===== src/rtl/sumador_serie_ctrl.sv =====
// Serial N x 4-bit adder controller: drives one external 4-bit adder slice LS nibble first.
// Optional signed-overflow output enabled by defining SUMADOR_OVF_EN.
module sumador_serie_ctrl #(
    parameter int NIBBLES = 4
) (
    input  logic                   clk,
    input  logic                   rst_n,
    input  logic                   start,
    input  logic [4*NIBBLES-1:0]   a,
    input  logic [4*NIBBLES-1:0]   b,
    input  logic                   cin,
    output logic                   busy,
    output logic                   done,
    output logic [4*NIBBLES-1:0]   sum,
    output logic                   cout,
`ifdef SUMADOR_OVF_EN
    output logic                   ovf,
`endif
    output logic [3:0]             add_a,
    output logic [3:0]             add_b,
    output logic                   add_cin,
    input  logic [3:0]             add_s,
    input  logic                   add_cout
);

    localparam int W  = 4*NIBBLES;
    localparam int KW = $clog2(NIBBLES);
    localparam logic [KW-1:0] K_LAST = KW'(NIBBLES-1);

    typedef enum logic [1:0] {S_IDLE, S_RUN, S_DONE} state_t;

    state_t          r_state;
    state_t          w_next;
    logic [W-1:0]    r_a;
    logic [W-1:0]    r_b;
    logic [W-1:0]    r_acc;
    logic [W-1:0]    w_acc_next;
    logic            r_carry;
    logic [KW-1:0]   r_k;
    logic [W-1:0]    r_sum;
    logic            r_cout;
    logic            w_accept;
    logic            w_last;
`ifdef SUMADOR_OVF_EN
    logic            r_ovf;
`endif

    always_ff @(posedge clk or negedge rst_n) begin
        if (!rst_n) r_state <= S_IDLE;
        else        r_state <= w_next;
    end

    always_comb begin
        w_next     = r_state;
        w_accept   = 1'b0;
        w_last     = (r_k == K_LAST);
        busy       = 1'b0;
        done       = 1'b0;
        add_a      = '0;
        add_b      = '0;
        add_cin    = 1'b0;
        w_acc_next = r_acc;
        case (r_state)
            S_IDLE: begin
                if (start) begin
                    w_accept = 1'b1;
                    w_next   = S_RUN;
                end
            end
            S_RUN: begin
                busy    = 1'b1;
                add_a   = r_a[4*int'(r_k) +: 4];
                add_b   = r_b[4*int'(r_k) +: 4];
                add_cin = r_carry;
                w_acc_next[4*int'(r_k) +: 4] = add_s;
                if (w_last) w_next = S_DONE;
            end
            S_DONE: begin
                done = 1'b1;
                if (start) begin
                    w_accept = 1'b1;
                    w_next   = S_RUN;
                end else begin
                    w_next   = S_IDLE;
                end
            end
            default: w_next = S_IDLE;
        endcase
    end

    // The final nibble is merged from the adder output directly, so sum is complete on the last RUN edge.
    always_ff @(posedge clk or negedge rst_n) begin
        if (!rst_n) begin
            r_a     <= '0;
            r_b     <= '0;
            r_acc   <= '0;
            r_carry <= 1'b0;
            r_k     <= '0;
            r_sum   <= '0;
            r_cout  <= 1'b0;
`ifdef SUMADOR_OVF_EN
            r_ovf   <= 1'b0;
`endif
        end else if (w_accept) begin
            r_a     <= a;
            r_b     <= b;
            r_acc   <= '0;
            r_carry <= cin;
            r_k     <= '0;
        end else if (r_state == S_RUN) begin
            r_acc   <= w_acc_next;
            r_carry <= add_cout;
            r_k     <= w_last ? '0 : r_k + KW'(1);
            if (w_last) begin
                r_sum  <= w_acc_next;
                r_cout <= add_cout;
`ifdef SUMADOR_OVF_EN
                r_ovf  <= (r_a[W-1] == r_b[W-1]) && (add_s[3] != r_a[W-1]);
`endif
            end
        end
    end

    assign sum  = r_sum;
    assign cout = r_cout;
`ifdef SUMADOR_OVF_EN
    assign ovf  = r_ovf;
`endif

endmodule


===== config.mk =====
export PLATFORM = sky130hd
export DESIGN_NAME = sumador_serie_ctrl
export DESIGN_NICKNAME = d
export VERILOG_FILES = /design/src/rtl/sumador_serie_ctrl.sv
export SDC_FILE = /design/constraint.sdc
export NUM_CORES = 1
export LEC_CHECK = 0
export CORE_ASPECT_RATIO = 0.9
export CORE_MARGIN = 5
export CORE_UTILIZATION = 46
export CTS_CLUSTER_DIAMETER = 40
export CTS_CLUSTER_SIZE = 16
export DETAILED_ROUTE_END_ITERATION = 16
export PLACE_DENSITY = 0.82
export SYNTH_ARGS = -nofsm -noshare
export SYNTH_HDL_FRONTEND = slang
export SYNTH_SLANG_ARGS = --single-unit

===== constraint.sdc =====
create_clock -name clk -period 2.1 [get_ports clk]
set_input_delay 0.63 -clock clk [delete_from_list [all_inputs] [get_ports clk]]
set_output_delay 0.63 -clock clk [all_outputs]
set_load 0.03 [all_outputs]

# Word level (Yosys, flattened, before mapping)
# Index checks and enable logic that the tools add are counted.
# W data, S select, Z words.
[classes]
n_shift = 4
bitwise_logic = 1
mux = 19
addsub = 2
reduce_logical = 5
n_eq_ne = 5
[ops]
columns = ["operator", "count"]
rows = [
  ["$neg A4 Y33", 1],
  ["$shift A4 B33 Y16 const A", 1],
  ["$shiftx A4 B33 Y16", 1],
  ["$mux W16", 2],
  ["$shiftx A16 B5 Y4", 2],
  ["$bwmux W16", 1],
  ["$mux W2", 5],
  ["$mux W1", 8],
  ["$mux W4", 2],
  ["$pmux W2 S3", 1],
  ["$eq A2 B2 Y1 const B", 2],
  ["$ne A2 B2 Y1 const B", 2],
  ["$reduce_and A3 Y1", 1],
  ["$add A2 B1 Y2 const B", 1],
  ["$eq A2 B1 Y1 const B", 1],
  ["$logic_not A2 Y1", 1],
  ["$reduce_and A2 Y1", 1],
  ["$reduce_bool A2 Y1", 1],
  ["$reduce_or A2 Y1", 1],
  ["$not A1 Y1", 1],
]
[word_totals]
wordCells = 44
out_inout_bits = 28
register_bits = 70
inputBits = 41

# Depth between registers and ports, before layout
# Gate-level depths: netlist of run 1.
[depth]
ltp_word = 5
mapped_depth = 8
depth_no_buf = 5

# Worst setup path before layout of run 1
# OpenSTA, ideal clock, no wires.
[synth_timing]
path_type = "register -> output"
from = "register r_state[1]"
to = "output port add_a[0]"
t_required_ns = 1.470
slack_ns = -0.021
stages_incl_launch_ff = 5
n_path_buf = 1
arrival_time_ns = 1.491
path_cell_list = "dfrtp_1 -> nand2b_2 -> inv_1 -> clkbuf_1 -> and2_1"
[synth_between]
elab_chain_cells = 2
[synth_lines]
columns = ["element", "line_no", "rtl"]
rows = [
  ["from (decl)", "32", "state_t r_state;"],
  ["from (signal assigned)", "50", "else r_state <= w_next;"],
  ["$eq A2 B1 Y1", "63", "case (r_state)"],
  ["$mux W4", "63", ""],
  ["to (decl)", "19", "output logic [3:0] add_a,"],
]
# Every way passes these cells.

# Final worst setup path of run 1
[layout_timing]
from = "register r_k[0]"
to = "output port add_b[2]"
[layout_between]
elab_chain_cells = 2
[layout_lines]
columns = ["element", "line_no", "rtl"]
rows = [
  ["from (decl)", "39", "logic [KW-1:0] r_k;"],
  ["from (signal assigned)", "113", "r_k <= w_last ? '0 : r_k + KW'(1);"],
  ["$shiftx A16 B5 Y4", "73", "add_b = r_b[4*int'(r_k) +: 4];"],
  ["$mux W4", "63", ""],
  ["to (decl)", "20", "output logic [3:0] add_b,"],
]
# Every way passes these cells.

==> flow_summary.ini, run 1 <==
[outcome]
outcome = finished, violations left
violations = negative setup slack

[synthesis]
ys_types = 36
async_flop_share_pct = 100
synth.avg_cell_area_um2 = 10.4
netlist_area_mm2 = 0.00330
synth_edf_count = 0
synth-seq-area-share_pct = 53.0
yosysWarningCount = 0
synthCells = 318
synth_seq_cells = 70
synth_nets = 365
ys.flop_type = dfrtp_1

[sta]
finalHoldViolCount = 0
period_needed_ns = 2.35
rsz0062_at_grt = yes
final-max-slew-violation-count = 0
max_freq_mhz = 425
setup_viol = 8
finalWorstSetupSlack_ns = -0.252
timing.final.crit_share_pct = 112
skew_ns = 0.0102
tightestPinTransition_ns = 0.401
fin_setup_tns_ns = -1.88
slew_headroom_pct = 73.2

[routing]
drc = 0
wirelength_um = 7990
viasPerCell = 5.21
wl_per_cell_um = 16.2
via_count = 2576
drt_iter0_markers = 201
drt-pass1-iter-count = 4
ant_nets = 0

[finish]
layout-drive-gt1-share_pct = 21.4
finalNetCount = 444
area_growth_pct = 34.6
diodes = 0
post-route-util_pct = 63.2

[job]
drv_cap = 0

[die]
boundaryPins = 69
die_area_mm2 = 0.00898
fp.dieH_um = 90.4
core-area_mm2 = 0.00704
die_w_um = 99.3
initial_core_util_pct = 46.9
rows = 29

[clock_network]
holdBufCountCts = 0
clk_pin_slew_worst_paths_ns = 0.07
numCtsBuffers = 9
htreeDepth = 3
cts_buffer_depth = 2
clk_latency_ns = 0.35
cts_num_sinks = 70
cts_root_buf = clkbuf_8
cts_tree = done

[setup_path]
end_kind = output pin
crit_chain = clkbuf_16, mux4_2, and2_4, buf_6
worstPathMaxFanout = 4
slowest_stage = mux4_2
crit_arrival_ns = 1.72
start_kind = flip-flop
crit_path_max_incr_delay_ns = 0.49
crit_type = flip-flop to output pin
r2r_cells = 9
critPathRequiredTime_ns = 1.47

[global_routing]
overflow = 0
grt_pass1_vias = 2663
grt_use_total_pct = 18.4
grt_antenna_before_repair = 0
grt_pass1_wl_um = 13000
grt_max_degree = 71

[place]
dp_hpwl_um = 5180
io_buffers = 68
place.gp.congestion = 0.844

[power]
swShare_pct = 40.1
internal_power_mw = 4.34
seq_power_share_pct = 31.4
p_sw_mw = 2.91
leakage_nw = 2.05
power_frac_clock_pct = 13.3
ir_worst_vdd_mv = 0.796
p_comb_share_pct = 55.3
powerDensity_mw_per_mm2 = 1630

[hold_path]
worst_hold_path_type = input port to asynchronous set/reset pin
## path summary, 6_finish.rpt
kind                             start        to  slack [ns]
worst max-delay path            r_k[0]  add_b[2]       -0.25
worst min-delay path             rst_n  r_acc[2]        0.30
worst max register to register  r_k[0]  r_acc[5]        0.05
worst min register to register  r_a[8]    r_a[8]        0.48
max in group asynchronous        rst_n    r_k[1]        1.51
min in group clk                r_a[8]    r_a[8]        0.48
## metal layers
layer  track usage, %  share of wire [%]
met5                0                  0
met4             6.60                1.1
met3             5.79                6.0
met2             29.3                 50
met1             23.6                 43
## power by group through the flow
stage | Clock [mW] | Combinational (mW) | Sequential, mW
2_1_floorplan | 0 | 2.01 | 2.52
3_3_place_gp | 0 | 3.38 | 2.24
3_5_place_dp | 0 | 3.47 | 2.28
4_1_cts | 0.983 | 3.78 | 2.28
5_1_grt | 1.06 | 4.32 | 2.35
6_report | 0.963 | 4.01 | 2.28
## repair_timing
action / 4_1_cts / 5_1_grt
endpoints found under the setup margin: 30 / 29
cloned: 1 / 1
pin swaps: 9 / 3
buffers inserted: 2 / 4
gates resized for setup: 75 / 11
## final cells by class
cell class,instances,area (um^2)
well taps,93,116
clock inverters,4,22.5
repair buffers,91,947
multi-input cells,220,1430
inverters,5,22.5
flip-flops and latches,70,1750
fillers,569,2590
clock buffers,11,151
## cells by family (layout without fill, tap and decap cells)
family | after synthesis | in the layout | synth area share [%]
muxes | 9 | 9 | 5.79
DFF | 70 | 70 | 53.0
buffers and inverters | 28 | 111 | 5.30
and+or+nand+nor | 149 | 149 | 20.9
adders and majority gates | 6 | 6 | 2.27
AOI/OAI and AO/OA | 56 | 56 | 12.8
## placed cells by master, fill, tap and decap left out, types with 4 or more instances in the layout
master / synthesis / layout
a41oi_1: 4 / 4
clkdlybuf4s50_1: 0 / 56
and2_4: 1 / 10
a21oi_1: 24 / 24
nand2_1: 102 / 102
nor2_1: 16 / 16
a32oi_1: 8 / 8
ha_1: 6 / 4
a32o_1: 8 / 8
buf_6: 3 / 10
clkbuf_8: 1 / 11
nor2b_1: 6 / 5
mux4_2: 8 / 8
and2b_1: 4 / 4
buf_4: 0 / 16
a22o_2: 4 / 4
dfrtp_1: 70 / 68
## state kept, by name, summed over array words and instances (netlist names)
| name | count |
|---|---|
| r_a | 16 |
| r_acc | 16 |
| r_b | 16 |
| sum | 16 |
| r_k | 2 |
| r_state | 2 |
| cout | 1 |
| r_carry | 1 |
## cell usage after synthesis (all sizes together), types with 2 or more instances
master,number,share of area [%]
a21oi,24,3.6
a22o,4,1.2
a32o,8,2.4
a32oi,8,2.1
a41oi,4,1.1
and2,11,2.2
and2b,4,0.91
and3,2,0.53
buf,12,2.4
clkbuf,7,1.1
clkdlybuf4s25,4,1.2
dfrtp,70,53
ha,6,2.3
inv,5,0.57
mux4,8,5.5
nand2,102,12
nand2b,2,0.45
nor2,16,1.8
nor2b,6,1.1
nor3b,2,0.76
o2bb2ai,3,0.80
o31ai,2,0.45
## through the flow
step	total power [mW]	instances	cell area [um^2]	hold slack, ns	setup slack, ns
after detailed placement	5.75	472	4080	0.457	-0.329
after global placement	5.62	472	4080	0.453	-0.298
after floorplan	4.54	318	3310	0.334	0.0987
after CTS	7.04	489	4350	0.306	-0.270
after global routing	7.72	494	4450	0.319	-0.293
final	7.25	494	4450	0.299	-0.252
## critical path: cells and delay by family (launching register included)
kind	cells	cell delay (ns)
and+or+nand+nor	1	0.16
muxes	1	0.49
DFF	1	0.43
buffers and inverters	2	0.30
Power figures use the tool's default switching activity.
==> run 2, diff against run 1 <==
Settings changed: CORE_UTILIZATION 46 to 48, CTS_BUF_LIST from default to sky130_fd_sc_hd__clkbuf_8, PLACE_DENSITY 0.82 to 0.85.
==> run 2 against run 1 <==
Effect of this change:
- the flow still finishes with violations (negative setup slack)
- clock skew decreased by 0.00085 ns
- critical path type unchanged
- largest cell class unchanged
- clock power increased by 13%
- highest routed layer unchanged
- non-clock buffer count decreased by 4
==> flow_summary.ini, run 2 (synthesized netlist as in run 1, its figures left out) <==
[finish]
finalNetCount = 440
diodes = 0
area_growth_pct = 31.9
layout-drive-gt1-share_pct = 19.6
layout_common_cells = nand2_1, dfrtp_1, clkdlybuf4s50_1, a21oi_1
stdcell_area_mm2 = 0.00436
final_common_cell = nand2_1
n_fill_cell = 522

[routing]
drc = 0
wirelength_um = 8150
ant_nets = 0
drt-pass1-iter-count = 4
wl_per_cell_um = 16.7
drt_iter0_markers = 124
viasPerCell = 5.39
via_count = 2630

[die]
boundaryPins = 69
rows = 28
die_w_um = 97.5
core-area_mm2 = 0.00666
die_area_mm2 = 0.00865
initial_core_util_pct = 49.6
fp.dieH_um = 88.7

[place]
pre_cts_ws_ns = -0.288
place.gp.congestion = 0.886
postPlaceCellArea_mm2 = 0.00409
io_buffers = 68
dp_hpwl_um = 5540

[outcome]
violations = negative setup slack
outcome = finished, violations left

[job]
drv_cap = 0

[global_routing]
grt_pass1_wl_um = 13300
grt_antenna_before_repair = 0
grt_max_degree = 71
grt_pass1_vias = 2744
overflow = 0
grt_use_total_pct = 19.7

[sta]
tightestPinTransition_ns = 0.429
period_needed_ns = 2.28
setup_viol = 21
final-max-slew-violation-count = 0
max_freq_mhz = 439
skew_ns = 0.00936
slew_headroom_pct = 71.4
hold_slack_ns = 0.295
rsz0062_at_grt = yes
finalWorstSetupSlack_ns = -0.179
finalHoldViolCount = 0
timing.final.crit_share_pct = 109

[power]
p_total_mw = 7.16
powerDensity_mw_per_mm2 = 1640
ir_worst_vdd_mv = 0.692
leakage_nw = 2.02

[setup_path]
crit_type = flip-flop to output pin
critPathRequiredTime_ns = 1.47
crit_arrival_ns = 1.65
end_kind = output pin
worstPathMaxFanout = 5
start_kind = flip-flop

[clock_network]
clk_pin_slew_worst_paths_ns = 0.07
cts_root_buf = clkbuf_8
htreeDepth = 3
clk_latency_ns = 0.34
cts_num_sinks = 70
cts_tree = done
numCtsBuffers = 9
holdBufCountCts = 0
cts_buffer_depth = 2

[hold_path]
worst_hold_path_type = input port to asynchronous set/reset pin
run 2: changes by cell type in the layout (fill, tap and decap cells not counted), moves of 2 or more:
cell and change:
and2_1 +2, and2_4 -2, buf_8 -2, clkbuf_16 -2
ha_4 -2, inv_1 +2
run 2: where the power goes:
group / switching (mW) / total [mW] / internal (mW)
Clock: 0.491 / 1.09 / 0.603
Combinational: 2.03 / 3.78 / 1.75
Sequential: 0.357 / 2.29 / 1.93
run 2: metrics by stage:
| stage | TNS (ns) | cells | util, % |
|---|---|---|---|
| floorplan | 0 | 318 | - |
| global placement | -2.03 | 470 | 61.4 |
| detailed placement | -2.16 | 470 | 61.4 |
| CTS | -1.94 | 486 | 63.9 |
| global route | -5.73 | 488 | 65.5 |
| finish | -1.89 | 488 | 65.5 |
run 2: cell type report:
class                      count  area (um^2)  share of cell area [%]
inverter                       5         22.5                   0.517
clock buffer                  11          151                    3.47
multi-input combinational    220         1410                    32.3
tap                           90          113                    2.58
timing repair buffer          87          863                    19.8
clock inverter                 5         48.8                    1.12
sequential                    70         1750                    40.2
run 2: what timing repair did:
action | in CTS | in global routing
endpoints found under the setup margin | 20 | 42
buffers inserted | 0 | 2
pin swaps | 0 | 7
gates resized for setup | 43 | 37
gates cloned | 0 | 0
run 2: final timing paths:
path / cells past startpoint / from / end / slack [ns]
hold reg to reg: 2 / r_b[14] / r_b[14] / 0.47
max in group asynchronous: 2 / rst_n / r_k[1] / 1.49
min in group clk: 2 / r_b[14] / r_b[14] / 0.47
setup / recovery: 4 / r_k[0] / add_a[0] / -0.18
setup reg to reg: 9 / r_k[0] / sum[14] / -0.07
hold / removal: 2 / rst_n / r_a[11] / 0.30
run 2: worst max-delay path, cell delays in order, from the launching register on:
cell and delay (ns):
dfrtp_1 0.38, buf_6 0.14, mux4_2 0.48, and2_1 0.18
buf_6 0.13
run 2: layer usage:
layer | vias to the layer above | wire length (um) | track usage [%]
met5 | - | 0 | 0
met4 | 0 | 266 | 10.9
met3 | 26 | 365 | 5.36
met2 | 76 | 4030 | 32.1
met1 | 1292 | 3490 | 24.1
li1 | 1236 | - | -
